===== config.mk =====
export PLATFORM = sky130hd
export DESIGN_NAME = ddr_rd_unpacker
export DESIGN_NICKNAME = d
export VERILOG_FILES = /design/src/rtl/ddr_rd_unpacker.sv
export SDC_FILE = /design/constraint.sdc
export NUM_CORES = 1
export LEC_CHECK = 0
export BUFFER_PORTS_ARGS = -buffer_cell sky130_fd_sc_hd__clkbuf_2
export CAP_MARGIN = 20
export CORE_MARGIN = 2
export CORE_UTILIZATION = 40
export DETAILED_ROUTE_END_ITERATION = 8
export SKIP_LAST_GASP = 1
export SYNTH_ARGS = -nofsm -noshare
export SYNTH_HDL_FRONTEND = slang
export SYNTH_SLANG_ARGS = --single-unit

===== constraint.sdc =====
create_clock -name mem_clk -period 8.6 [get_ports mem_clk]
set_clock_uncertainty 0.15 [all_clocks]
set_input_delay 0.43 -clock mem_clk [delete_from_list [all_inputs] [get_ports mem_clk]]
set_output_delay 0.43 -clock mem_clk [all_outputs]
set_load 0.02 [all_outputs]

===== src/rtl/ddr_rd_unpacker.sv =====
// -----------------------------------------------------------------------------
// ddr_rd_unpacker
//
// Buffers 128-bit beats from the DDR burst read port in a small FIFO and hands
// them to the data-cache side one DATA_WIDTH word at a time over valid/ready.
// The read port cannot be stalled, so beats that do not fit are dropped and
// flagged rather than back-pressured.
//
// Ports:
//   mem_clk             block clock
//   rst                 synchronous, active-high reset
//   start               one-cycle pulse; begins a transfer (only honoured in IDLE)
//   word_len            words to deliver; sampled on an accepted start
//   rd_burst_data_valid beat strobe from the burst read port
//   rd_burst_data       beat data
//   word_out            current output word (0 when word_valid is low)
//   word_valid          word_out is valid
//   word_ready          consumer accepts word_out
//   rd_cnt              words delivered in the current transfer
//   busy                high while a transfer is running
//   done                one-cycle pulse when the transfer completes
//   overflow            sticky: a beat was dropped because the FIFO was full
//   stray_beat          sticky: a beat arrived outside RUN or after all
//                       expected beats
//
// Build option:
//   UNPACK_MSB_FIRST_EN  when defined, the most-significant word of each beat
//                        is delivered first; otherwise the least-significant.
// -----------------------------------------------------------------------------
module ddr_rd_unpacker #(
    parameter int DDR_DATA_WIDTH = 128,
    parameter int DATA_WIDTH     = 16,
    parameter int FIFO_DEPTH     = 4,
    parameter int LEN_WIDTH      = 10
) (
    input  logic                      mem_clk,
    input  logic                      rst,
    input  logic                      start,
    input  logic [LEN_WIDTH-1:0]      word_len,
    input  logic                      rd_burst_data_valid,
    input  logic [DDR_DATA_WIDTH-1:0] rd_burst_data,
    output logic [DATA_WIDTH-1:0]     word_out,
    output logic                      word_valid,
    input  logic                      word_ready,
    output logic [LEN_WIDTH-1:0]      rd_cnt,
    output logic                      busy,
    output logic                      done,
    output logic                      overflow,
    output logic                      stray_beat
);

    localparam int R      = DDR_DATA_WIDTH / DATA_WIDTH;
    localparam int SUB_W  = (R > 1) ? $clog2(R) : 1;
    localparam int ADDR_W = $clog2(FIFO_DEPTH);
    localparam int PTR_W  = ADDR_W + 1;
    // One extra bit so the ceil-division add cannot wrap for the largest word_len.
    localparam int CNT_W  = LEN_WIDTH + 1;

    localparam logic [SUB_W-1:0] SUB_LAST = SUB_W'(R - 1);
    localparam logic [CNT_W-1:0] R_CNT    = CNT_W'(R);
    localparam logic [CNT_W-1:0] R_M1     = CNT_W'(R - 1);

    typedef enum logic [1:0] {
        S_IDLE = 2'd0,
        S_RUN  = 2'd1,
        S_DONE = 2'd2
    } state_t;

    state_t state_q, state_d;

    logic [LEN_WIDTH-1:0]      word_len_q, word_len_d;
    logic [CNT_W-1:0]          exp_beats_q, exp_beats_d;
    logic [CNT_W-1:0]          beat_cnt_q, beat_cnt_d;
    logic [LEN_WIDTH-1:0]      rd_cnt_q, rd_cnt_d;
    logic [SUB_W-1:0]          sub_q, sub_d;
    logic [PTR_W-1:0]          wr_ptr_q, wr_ptr_d;
    logic [PTR_W-1:0]          rd_ptr_q, rd_ptr_d;
    logic                      overflow_q, overflow_d;
    logic                      stray_q, stray_d;
    logic [DDR_DATA_WIDTH-1:0] fifo_mem_q [FIFO_DEPTH];

    logic                         fifo_empty, fifo_full;
    logic [R-1:0][DATA_WIDTH-1:0] head_words;
    logic [SUB_W-1:0]             sub_sel;
    logic                         start_acc;
    logic                         hs, last_word, pop, push;
    logic                         beat_take, beat_drop_full, beat_stray;
    logic [LEN_WIDTH-1:0]         rd_cnt_inc;

    // -------------------------------------------------------------------------
    // FIFO status and head-word select
    // -------------------------------------------------------------------------
    // Pointers carry one wrap bit: equal pointers mean empty, equal addresses
    // with differing wrap bits mean full.
    assign fifo_empty = (wr_ptr_q == rd_ptr_q);
    assign fifo_full  = (wr_ptr_q[ADDR_W] != rd_ptr_q[ADDR_W]) &&
                        (wr_ptr_q[ADDR_W-1:0] == rd_ptr_q[ADDR_W-1:0]);

    assign head_words = fifo_mem_q[rd_ptr_q[ADDR_W-1:0]];

`ifdef UNPACK_MSB_FIRST_EN
    assign sub_sel = SUB_LAST - sub_q;
`else
    assign sub_sel = sub_q;
`endif

    assign word_out = word_valid ? head_words[sub_sel] : '0;

    // -------------------------------------------------------------------------
    // Handshake, pop/push and beat classification
    // -------------------------------------------------------------------------
    assign start_acc  = start && (state_q == S_IDLE);
    assign hs         = word_valid && word_ready;
    assign rd_cnt_inc = rd_cnt_q + 1'b1;
    assign last_word  = hs && (rd_cnt_inc == word_len_q);
    // The head leaves after its last word, or early when the transfer ends
    // mid-beat.
    assign pop        = hs && ((sub_q == SUB_LAST) || last_word);

    // A beat counts against the expected total even when it is dropped for
    // lack of space, so an overflowing transfer still stops accepting beats.
    assign beat_take      = (state_q == S_RUN) && rd_burst_data_valid &&
                            (beat_cnt_q < exp_beats_q);
    assign push           = beat_take && (!fifo_full || pop);
    assign beat_drop_full = beat_take && fifo_full && !pop;
    assign beat_stray     = rd_burst_data_valid && !beat_take;

    // -------------------------------------------------------------------------
    // FSM: state register
    // -------------------------------------------------------------------------
    // NOTE: sequential state uses non-blocking assignments so every register
    // samples the pre-edge values regardless of process evaluation order.
    always_ff @(posedge mem_clk) begin
        if (rst) begin
            state_q <= S_IDLE;
        end else begin
            state_q <= state_d;
        end
    end

    // -------------------------------------------------------------------------
    // FSM: next-state logic
    // -------------------------------------------------------------------------
    // NOTE: every combinational output gets a default first, so no path
    // through the block leaves it unassigned and no latch is inferred.
    always_comb begin
        state_d = state_q;
        unique case (state_q)
            S_IDLE: begin
                if (start) begin
                    state_d = (word_len == '0) ? S_DONE : S_RUN;
                end
            end
            S_RUN: begin
                if (last_word) begin
                    state_d = S_DONE;
                end
            end
            S_DONE:  state_d = S_IDLE;
            default: state_d = S_IDLE;
        endcase
    end

    // -------------------------------------------------------------------------
    // FSM: outputs
    // -------------------------------------------------------------------------
    always_comb begin
        busy       = 1'b0;
        done       = 1'b0;
        word_valid = 1'b0;
        unique case (state_q)
            S_RUN: begin
                busy       = 1'b1;
                word_valid = !fifo_empty;
            end
            S_DONE:  done = 1'b1;
            default: ;
        endcase
    end

    // -------------------------------------------------------------------------
    // Datapath next-state
    // -------------------------------------------------------------------------
    always_comb begin
        word_len_d  = word_len_q;
        exp_beats_d = exp_beats_q;
        beat_cnt_d  = beat_cnt_q;
        rd_cnt_d    = rd_cnt_q;
        sub_d       = sub_q;
        wr_ptr_d    = wr_ptr_q;
        rd_ptr_d    = rd_ptr_q;
        overflow_d  = overflow_q;
        stray_d     = stray_q;

        if (start_acc) begin
            word_len_d  = word_len;
            exp_beats_d = ({1'b0, word_len} + R_M1) / R_CNT;
            beat_cnt_d  = '0;
            rd_cnt_d    = '0;
            sub_d       = '0;
            wr_ptr_d    = '0;
            rd_ptr_d    = '0;
            overflow_d  = 1'b0;
            stray_d     = 1'b0;
        end

        if (beat_take) begin
            beat_cnt_d = beat_cnt_q + 1'b1;
        end
        if (push) begin
            wr_ptr_d = wr_ptr_q + 1'b1;
        end
        if (hs) begin
            rd_cnt_d = rd_cnt_inc;
            sub_d    = pop ? '0 : sub_q + 1'b1;
        end
        if (pop) begin
            rd_ptr_d = rd_ptr_q + 1'b1;
        end

        // Residual entries (unused words of a partial last beat) are flushed.
        if (state_q == S_DONE) begin
            rd_ptr_d = wr_ptr_q;
            sub_d    = '0;
        end

        // Set after the start clear so a beat landing in the start cycle is
        // still reported.
        if (beat_drop_full) begin
            overflow_d = 1'b1;
        end
        if (beat_stray) begin
            stray_d = 1'b1;
        end
    end

    // -------------------------------------------------------------------------
    // Datapath registers
    // -------------------------------------------------------------------------
    always_ff @(posedge mem_clk) begin
        if (rst) begin
            word_len_q  <= '0;
            exp_beats_q <= '0;
            beat_cnt_q  <= '0;
            rd_cnt_q    <= '0;
            sub_q       <= '0;
            wr_ptr_q    <= '0;
            rd_ptr_q    <= '0;
            overflow_q  <= 1'b0;
            stray_q     <= 1'b0;
        end else begin
            word_len_q  <= word_len_d;
            exp_beats_q <= exp_beats_d;
            beat_cnt_q  <= beat_cnt_d;
            rd_cnt_q    <= rd_cnt_d;
            sub_q       <= sub_d;
            wr_ptr_q    <= wr_ptr_d;
            rd_ptr_q    <= rd_ptr_d;
            overflow_q  <= overflow_d;
            stray_q     <= stray_d;
        end
    end

    // NOTE: the beat storage has no reset; entries are only read between a
    // push and its pop, and the pointers (which are reset) define validity.
    always_ff @(posedge mem_clk) begin
        if (push) begin
            fifo_mem_q[wr_ptr_q[ADDR_W-1:0]] <= rd_burst_data;
        end
    end

    assign rd_cnt     = rd_cnt_q;
    assign overflow   = overflow_q;
    assign stray_beat = stray_q;

endmodule

# Word level (Yosys, flattened, before mapping)
# Memory sizes are Yosys's and may differ from the RTL's. A register that Yosys moved wholly into a read port is not among the register bits.
# Index checks and enable logic that the tools add are counted.
[word_totals]
regBits = 52
ramBits = 512
inputBits = 143
output_inout_bits = 31
elab_cells = 82
memories = 1
[mem_list]
columns = ["memory", "depth", "word_bits", "rd", "rd_ports_with_merged_regs", "wr", "line", "rtl"]
rows = [
  ["fifo_mem_q", 4, 128, 1, 1, 1, "80", "logic [DDR_DATA_WIDTH-1:0] fifo_mem_q [FIFO_DEPTH];"],
]
[op_classes]
add_sub_neg = 6
n_lt_le_gt_ge = 2
eq_ne = 9
n_mux = 27
reduce_logical = 27
[op_table]
columns = ["operator", "count"]
rows = [
  ["16-bit binary-select mux with 3-bit select", 1],
  ["16-bit two-way mux", 2],
  ["11-bit two-way mux", 2],
  ["10-bit two-way mux", 2],
  ["3-bit two-way mux", 6],
  ["10-bit by 3-bit adder with 11-bit output, second input constant", 1],
  ["11-bit by 1-bit adder with 11-bit output, second input constant", 1],
  ["1-bit logical AND", 11],
  ["11-bit by 8-bit < comparator with 1-bit output", 1],
  ["10-bit by 1-bit adder with 10-bit output, second input constant", 1],
  ["10-bit equality test", 1],
  ["10-bit logical NOT", 1],
  ["2-bit two-way mux", 5],
  ["2-bit nonzero test", 5],
  ["3-bit by 1-bit adder with 3-bit output, second input constant", 3],
  ["1-bit two-way mux", 8],
  ["1-bit logical NOT", 4],
  ["3-bit by 4-bit < comparator with 1-bit output, second input constant", 1],
  ["2-bit inequality test, second input constant", 2],
  ["2-bit case mux with 2 select lines", 1],
  ["3-bit equality test", 1],
  ["3-bit equality test, second input constant", 1],
  ["3-bit nonzero test", 1],
  ["2-bit by 1-bit equality test with 1-bit output, second input constant", 1],
  ["other kinds (7)", 8],
]

# Logic depth before layout (Yosys ltp)
# Gate-level depths: netlist (run 1).
[logic_depth]
ltp_word = 11
ltp_mapped = 10
ltp_nobuf = 8

# Least setup slack after synthesis (run 1)
# Ideal clock, no wire load.
[synth_timing]
path_type = "reg2reg"
start = "register rd_cnt_q[0] (netlist: rd_cnt[0])"
end = "memory fifo_mem_q[1][0], enable pin"
setup_ns = 0.502
arrival_time_ns = 5.243
required_ns = 7.948
path_slack_ns = 2.705
path_stages_with_launch = 10
path_buffers = 1
synth_period_minus_slack_ns = 5.895
cell_sequence = "dfxtp_1 > ha_1 > xor2_1 > xnor2_1 > nand4_1 > o31a_1 > or3_1 > buf_6 > a21oi_1 > and2_1"
[synth_between]
elab_chain_cells = 9
[synth_rtl]
columns = ["item", "line", "rtl"]
rows = [
  ["start, declared", "74", "logic [LEN_WIDTH-1:0] rd_cnt_q, rd_cnt_d;"],
  ["start signal, assigned", "255", "rd_cnt_q <= rd_cnt_d;"],
  ["10-bit by 1-bit adder with 10-bit output", "114", "assign rd_cnt_inc = rd_cnt_q + 1'b1;"],
  ["10-bit equality test", "115", "assign last_word = hs && (rd_cnt_inc == word_len_q);"],
  ["1-bit logical AND", "115", ""],
  ["1-bit logical OR", "118", "assign pop = hs && ((sub_q == SUB_LAST) || last_word);"],
  ["1-bit logical AND", "118", ""],
  ["1-bit logical OR", "124", "assign push = beat_take && (!fifo_full || pop);"],
  ["1-bit logical AND", "124", ""],
  ["1-bit two-way mux", "267", "if (push) begin"],
  ["1-bit two-way mux (implied by the code)", "268", "fifo_mem_q[wr_ptr_q[ADDR_W-1:0]] <= rd_burst_data;"],
  ["end, declared", "80", ""],
]
# Every way passes these cells.

# Worst setup path after layout (run 1)
[layout_timing]
start = "register state_q[0]"
end = "memory fifo_mem_q[2][109], enable pin"
[layout_between]
elab_chain_cells = 10
elab_cells_between_ends = 12
classes_between = "eq/ne: 1; mux: 3; reduce/logical: 8"
[layout_rtl]
columns = ["item", "line", "rtl"]
rows = [
  ["start, declared", "69", "state_t state_q, state_d;"],
  ["start signal, assigned", "137", "state_q <= state_d;"],
  ["2-bit by 1-bit equality test with 1-bit output (*)", "122, 171", ""],
  ["1-bit two-way mux", "171", "unique case (state_q)"],
  ["1-bit logical AND", "113", "assign hs = word_valid && word_ready;"],
  ["1-bit logical AND", "115", ""],
  ["1-bit logical OR", "118", ""],
  ["1-bit logical AND", "118", ""],
  ["1-bit logical OR", "124", ""],
  ["1-bit logical AND (*)", "124", ""],
  ["1-bit two-way mux (*)", "267", ""],
  ["1-bit two-way mux (implied by the code) (*)", "268", ""],
]
# Mark *: on every way between the ends. The rest lies on a longest branch, timed or not.

==> results of run 1 <==
## cell usage after synthesis (12+ instances only)
cell / count
sky130_fd_sc_hd__xnor2_1: 19
sky130_fd_sc_hd__nand3_1: 13
sky130_fd_sc_hd__nor3_1: 13
sky130_fd_sc_hd__dfxtp_1: 54
sky130_fd_sc_hd__ha_1: 16
sky130_fd_sc_hd__a211oi_1: 12
sky130_fd_sc_hd__inv_1: 12
sky130_fd_sc_hd__buf_1: 18
sky130_fd_sc_hd__mux4_2: 160
sky130_fd_sc_hd__mux2i_1: 18
sky130_fd_sc_hd__clkbuf_1: 36
sky130_fd_sc_hd__a21oi_1: 33
sky130_fd_sc_hd__o21ai_0: 12
sky130_fd_sc_hd__nor2_1: 54
sky130_fd_sc_hd__nand2_1: 35
sky130_fd_sc_hd__edfxtp_1: 512
## report_power, final
| group | internal, mW | leakage (nW) | switching (mW) |
|---|---|---|---|
| clock network | 1.44 | 0.914 | 1.03 |
| registers | 3.04 | 5.06 | 0.0198 |
| logic | 0.154 | 2.88 | 0.169 |
| total | 4.64 | 8.86 | 1.22 |
## per-stage QoR
stage               total power, mW  utilization, %  cell area [um^2]  cells  hold WS [ps]
CTS                            5.91            49.6             27300   2238          84.1
global route                   6.06            49.6             27300   2238           121
detailed placement             3.39            43.7             24100   1989           303
global placement               3.39            43.7             24100   1989           299
finish                         5.86            49.6             27300   2239           113
floorplan                      3.27               -             22300   1110           281
## per-layer routing
metal  vias to the layer above  wire length (um)
li1                       5247                 -
met1                      6076             22300
met2                       283             24500
met3                        73              2520
met4                         6               791
met5                         -                39
## worst paths after layout
check                 start            endpoint  cells after the start  slack [ps]
max              state_q[0]  fifo_mem_q[2][109]                      8        3760
min                   start          state_q[1]                      4         110
max reg2reg      state_q[0]  fifo_mem_q[2][109]                      8        3760
min reg2reg  exp_beats_q[7]      exp_beats_q[7]                      2         310
## sequential cells by signal (all words and copies together) (netlist names), named ones only
name and flops:
wr_ptr_q 3, overflow 1, word_len_q 10, sub_q 3, beat_cnt_q 11, exp_beats_q 8, rd_ptr_q 3, state_q 2
fifo_mem_q 512, stray_beat 1, rd_cnt 10
## area by class of cell
cell class / instances / area [um^2]
Tap cell: 748 / 936
Inverter: 12 / 45.0
Timing Repair Buffer: 327 / 2380
Fill cell: 4600 / 27800
Sequential cell: 566 / 16500
Clock buffer: 76 / 1540
Multi-Input combinational cell: 475 / 5620
Clock inverter: 34 / 329
Antenna cell: 1 / 2.50
## repair_timing
action                                  in CTS  in global routing
buffers inserted                             0                  0
hold buffers                               139                  0
hold endpoints to repair                   524                  0
endpoints found under the setup margin       0                  0
## tightest hold or removal path: stages
cell and delay (ps):
sky130_fd_sc_hd__clkbuf_2 100, sky130_fd_sc_hd__nor2b_1 140, sky130_fd_sc_hd__nand4_1 70, sky130_fd_sc_hd__a211oi_1 70
## cell families after synthesis
group,Yosys count
xor gates and xnor gates,24
DFF,566
and+or+nand+nor,171
muxes,178
buffers and inverters,69
AOI/OAI and AO/OA,86
adders and majority gates,16
==> impl_metrics.tcl, run 1 <==
set metrics [dict create \
    power.static_leakage_nw 8.86 \
    synth_top_family_by_area "multiplexers" \
    tritoncts.num_buffers 58 \
    synthDominantAreaCellType "sky130_fd_sc_hd__edfxtp_1" \
    tritoncts_clock_tree "done" \
    critical_path.cell_chain "nor2b_1, o21ai_2, inv_1, nand2_1, or3_1, a21oi_1, and2_4, buf_4" \
    width_of_the_die_um 240 \
    finalCriticalPeriod_ps 4840 \
    io_buffers 173 \
    path_delay_family "simple AND/OR/NAND/NOR gates" \
    timing.critical_path.slowest_cell_delay_ps 810 \
    worst-path-max-fanout 54 \
    yosys-top-cells-area "sky130_fd_sc_hd__edfxtp_1, sky130_fd_sc_hd__mux4_2, sky130_fd_sc_hd__dfxtp_1" \
    post-route-drc-count 0 \
    muxShareOfSynthArea_pct 16.9 \
    power.ir.vdd_worst_mv 0.183 \
    synth_largest_type_area_fraction_pct 68.9 \
    cts.reportedPaths.clkPinSlew_ps 60 \
    finalHoldViolCount 0 \
    synth_enable_flop_cells 512 \
    start_util_pct 40.5 \
    asyncSetResetFlopFracSynth_pct 0 \
    drt_pass1_iterations 5 \
    synthesis.instances 1110 \
    maxCapViolCount 0 \
    post_synth_net_total 1269 \
    power_density_normalized_to_cell_area_nw_per_um2 214 \
    setup-violations-final 0 \
    vias_in_the_first_global_route 11800 \
    gr-total-overflow 0 \
    cts_resized 0 \
    fin_setup_tns_ps 0 \
    worst_slew_margin_rel_pct 31.6 \
    placement.setup.worst_slack_ps 3750 \
    crit_slowest_cell "sky130_fd_sc_hd__and2_4" \
    proportion_of_synthesized_chip_area_in_sequential_cells_pct 73.7 \
    synth_compound_gate_area_share_pct 2.53 \
    cts.root.buffer_cell "sky130_fd_sc_hd__clkbuf_16" \
    synth-seq-cells 566 \
    commonest_non_fill_non_tap_cell_in_the_layout "sky130_fd_sc_hd__edfxtp_1" \
    run_status "completed" \
    global_route_wire_length_before_repair_um 74900 \
    timing.final.crit_share_pct 56.3 \
    worst_setup_path_start_kind "register" \
    postSynthAreaPerCell_um2 20.1 \
    yosys.area_share.xor_xnor_pct 0.942 \
    boundaryPins 174 \
    synth_simple_gate_area_share_pct 3.76 \
    layout.nets 1599 \
    critical_path.endpoint_type "register" \
    grt_max_degree 111 \
    drive_above_1_share_pct 29.9 \
    antenna_found_initial 3 \
    placementRows 86 \
    totalWireLength_um 50200 \
    achievable-frequency_ghz 0.207 \
    detail-route-antenna-nets 0 \
    critical_path_at_ps 4910 \
    arithmetic_cell_share_of_the_synthesized_area_counting_full_adders_half_adders_and_majority_gates_pct 0.897 \
    top_library_cells_by_usage_in_the_layout_fill_and_taps_aside "sky130_fd_sc_hd__edfxtp_1, sky130_fd_sc_hd__clkbuf_2, sky130_fd_sc_hd__mux4_2" \
    timing_worst_setup_path_type "register to register" \
    numClockSinks 566 \
    min_path_type "input port to register" \
    die_area_um2 57700 \
    synth.distinct_cells 53 \
    grt.total_usage_pct 17.7 \
    ys.warnings.count 0 \
    ys_flop_type "sky130_fd_sc_hd__edfxtp_1" \
    slew_at_the_pin_closest_to_its_max_slew_limit_ps 1020 \
    cts.path.max_buffers 3 \
    htree_levels 2 \
    die_h_um 240 \
    global_route.usage.met3_pct 3.54 \
    crit_required_ps 8670 \
    postLayoutSetupSlackWorst_ps 3760 \
    rsz0062_at_grt "no" \
    area_growth_syn_to_layout_pct 22.4 \
    route.detailed.wl_per_inst_um 22.4 \
    vias_per_cell 5.22 \
    detailedRoute.firstIterationViolations 838 \
    gpl.final_weighted_congestion 0.804 \
    met2_usage_grt_pct 28.4 \
    hpwl_um 30900 \
    cp.buffers_inverters 2 \
    final_max_slew_viol_count 0 \
    clk_latency_ps 610 \
    via_count 11700 \
    busiest_layer "met2" \
    syn_area_um2 22300 \
    groute.layer.met1.usage_pct 25.0 \
    floorplan_core_area_um2 55100 \
]
(Power assumes the default switching activity.)
==> run 2: changes to the inputs <==
--- a/config.mk
+++ b/config.mk
@@ -5,6 +5,7 @@
 export SDC_FILE = /design/constraint.sdc
 export NUM_CORES = 1
 export LEC_CHECK = 0
+export ABC_AREA = 1
 export BUFFER_PORTS_ARGS = -buffer_cell sky130_fd_sc_hd__clkbuf_2
 export CAP_MARGIN = 20
 export CORE_MARGIN = 2
==> constraint.sdc (replaced) <==
create_clock -name mem_clk -period 4.2 [get_ports mem_clk]
set_clock_uncertainty 0.15 [all_clocks]
set_input_delay 0.21 -clock mem_clk [delete_from_list [all_inputs] [get_ports mem_clk]]
set_output_delay 0.21 -clock mem_clk [all_outputs]
set_load 0.02 [all_outputs]
==> run 2 against run 1 <==
Synthesized cell count increased by 54%. Highest routed layer unchanged. Sequential power up 110%. Sequential cell count unchanged. Total power is 110% higher. Worst hold slack got worse by 70 ps. Clock power grew 100%. Critical endpoint is now word_out[15]. Worst setup slack got worse by 3200 ps. Critical path depth down 2. Global-route usage grew 1.6 points. Combinational power increased to 3.2 times the previous value. Area after synthesis up 2.5%.
==> impl_metrics.tcl, run 2 <==
set metrics [dict create \
    vias_in_the_first_global_route 14900 \
    power_density_normalized_to_cell_area_nw_per_um2 441 \
    critical_path_at_ps 3250 \
    start_util_pct 40.5 \
    power_after_layout_mw 12.4 \
    final.hold.worst_slack_ps 42.3 \
    cts.root.buffer_cell "sky130_fd_sc_hd__clkbuf_16" \
    final_max_slew_viol_count 0 \
    via_count 15200 \
    drt_pass1_iterations 5 \
    route.detailed.wl_per_inst_um 20.6 \
    ctsHoldBuffers 143 \
    timing.final.crit_share_pct 86.1 \
    power.static_leakage_nw 9.45 \
    global_route_wire_length_before_repair_um 88500 \
    top_library_cells_by_usage_in_the_layout_fill_and_taps_aside "sky130_fd_sc_hd__edfxtp_1, sky130_fd_sc_hd__nor2_1, sky130_fd_sc_hd__clkbuf_2" \
    commonest_cells_in_the_synthesized_netlist "sky130_fd_sc_hd__edfxtp_1, sky130_fd_sc_hd__nor2_1, sky130_fd_sc_hd__o21ai_0, sky130_fd_sc_hd__nand2_1, sky130_fd_sc_hd__o221ai_1" \
    min_path_type "input port to register" \
    synth-seq-cells 566 \
    synthDominantAreaCellType "sky130_fd_sc_hd__edfxtp_1" \
    floorplan_core_area_um2 56500 \
    cts.reportedPaths.clkPinSlew_ps 60 \
    fin_util_pct 49.6 \
    setup-violations-final 0 \
    synth.distinct_cells 42 \
    hpwl_um 35100 \
    crit_required_ps 3840 \
    postSynthAreaPerCell_um2 13.4 \
    timing_worst_setup_path_type "register to primary output" \
    area_growth_syn_to_layout_pct 22.5 \
    synthMostInstantiatedCell "sky130_fd_sc_hd__edfxtp_1" \
    detail-route-antenna-nets 0 \
    worst_slew_margin_rel_pct 25.0 \
    commonest_non_fill_non_tap_cell_in_the_layout "sky130_fd_sc_hd__edfxtp_1" \
    largest_register_ff_count 512 \
    clk_latency_ps 620 \
    finalHoldViolCount 0 \
    width_of_the_die_um 243 \
    die_area_um2 59100 \
    finalCriticalPeriod_ps 3610 \
    grt.total_usage_pct 19.3 \
    run_status "completed" \
    cts.path.max_buffers 3 \
    ys.warnings.count 0 \
    proportion_of_synthesized_chip_area_in_sequential_cells_pct 71.9 \
    critical_path.endpoint_type "primary output" \
    tritoncts.num_buffers 58 \
    placementRows 87 \
    dpl_cell_area_um2 24700 \
    stdcell_area_um2 28000 \
    numClockSinks 566 \
    rsz0062_at_grt "no" \
    synthesis.instances 1710 \
    worst-path-max-fanout 120 \
    worst_setup_path_start_kind "register" \
    antenna_found_initial 3 \
    vias_per_cell 5.39 \
    die_h_um 243 \
    power.ir.vdd_worst_mv 0.325 \
    grt_max_degree 121 \
    totalWireLength_um 57900 \
    htree_levels 2 \
    layout.filler_cells 4895 \
    achievable-frequency_ghz 0.277 \
    drive_above_1_share_pct 15.6 \
    maxCapViolCount 0 \
    tritoncts_clock_tree "done" \
    syn_area_um2 22900 \
    ys_flop_type "sky130_fd_sc_hd__edfxtp_1" \
    gr-total-overflow 0 \
    asyncSetResetFlopFracSynth_pct 0 \
    boundaryPins 174 \
    post_synth_net_total 1869 \
    cts_resized 0 \
    yosys-top-cells-area "sky130_fd_sc_hd__edfxtp_1, sky130_fd_sc_hd__dfxtp_1, sky130_fd_sc_hd__mux2i_1" \
    synth_enable_flop_cells 512 \
    slew_at_the_pin_closest_to_its_max_slew_limit_ps 1120 \
    cts_setup_buffers 0 \
    gpl.final_weighted_congestion 0.834 \
    fin_setup_tns_ps 0 \
    detailedRoute.firstIterationViolations 1210 \
    layout.nets 2171 \
    synth_largest_type_area_fraction_pct 67.2 \
    post-route-drc-count 0 \
    io_buffers 173 \
]
-- run 2: changes by cell type in the layout (fill, tap and decap cells not counted), moves of 13 or more --
cell / previous run / this run
sky130_fd_sc_hd__nand3_1: 13 / 71
sky130_fd_sc_hd__o221ai_1: 1 / 102
sky130_fd_sc_hd__nor2_1: 54 / 223
sky130_fd_sc_hd__inv_1: 12 / 62
sky130_fd_sc_hd__mux4_2: 160 / 0
sky130_fd_sc_hd__nand2_1: 35 / 114
sky130_fd_sc_hd__o32ai_1: 1 / 22
sky130_fd_sc_hd__a31oi_1: 4 / 21
sky130_fd_sc_hd__o211ai_1: 0 / 22
sky130_fd_sc_hd__mux2i_1: 18 / 100
sky130_fd_sc_hd__xnor2_1: 19 / 6
sky130_fd_sc_hd__o21ai_0: 12 / 157
-- run 2: where the power goes --
group / switching (mW) / internal, mW / leakage (nW)
clock network: 2.14 / 2.89 / 0.901
registers: 0.0560 / 6.24 / 5.06
logic: 0.635 / 0.399 / 3.49
total: 2.83 / 9.53 / 9.45
-- run 2: per-layer routing --
layer	vias to the layer above	routed length (um)	GRT usage (%)
li1	7064	-	-
met5	-	39	0
met3	83	3970	4.09
met4	6	1020	4.55
met1	7563	24900	26.3
met2	472	28100	31.7
-- run 2: per-stage QoR --
step,cells,setup WS [ps]
after floorplan,1710,1.69
after global placement,2565,898
after detailed placement,2565,914
after CTS,2815,601
after global routing,2815,405
final,2816,585
-- run 2: kinds of logic (layout without fill, tap and decap cells) --
| kind of cell | Yosys count | in the layout | synth area share, % |
|---|---|---|---|
| compound gates | 384 | 384 | 10.9 |
| other cells | 0 | 1 | 0 |
| fa+ha+maj | 16 | 16 | 0.875 |
| xor+xnor | 10 | 10 | 0.383 |
| flops | 566 | 566 | 71.9 |
| mux | 100 | 100 | 4.37 |
| buf+inv | 178 | 527 | 3.07 |
| simple gates | 456 | 456 | 8.48 |
-- run 2: critical path, stage by stage (launching register included) --
cell                       delay [ps]
sky130_fd_sc_hd__dfxtp_4          770
sky130_fd_sc_hd__buf_12           480
sky130_fd_sc_hd__o21ai_0          180
sky130_fd_sc_hd__o221ai_1         230
sky130_fd_sc_hd__nand3_1          180
sky130_fd_sc_hd__a31oi_1          400
sky130_fd_sc_hd__clkbuf_2         250
-- run 2: layout make-up --
class	instances	area (um^2)	area share (%)
flip-flops and latches	566	16500	58.8
repair buffers	353	2730	9.72
clock inverters	32	337	1.20
inverters	67	254	0.906
well taps	756	946	3.37
diodes	1	2.50	0.00893
clock buffers	75	1540	5.48
multi-input cells	966	5760	20.5
-- run 2: worst paths after layout --
kind | end | slack, ps | depth (start not counted) | from
max | word_out[15] | 590 | 6 | register
min reg2reg | word_len_q[9] | 320 | 2 | word_len_q[9]
max reg2reg | fifo_mem_q[0][105] | 880 | 16 | rd_cnt[0]
min | rd_cnt[1] | 40 | 6 | word_ready
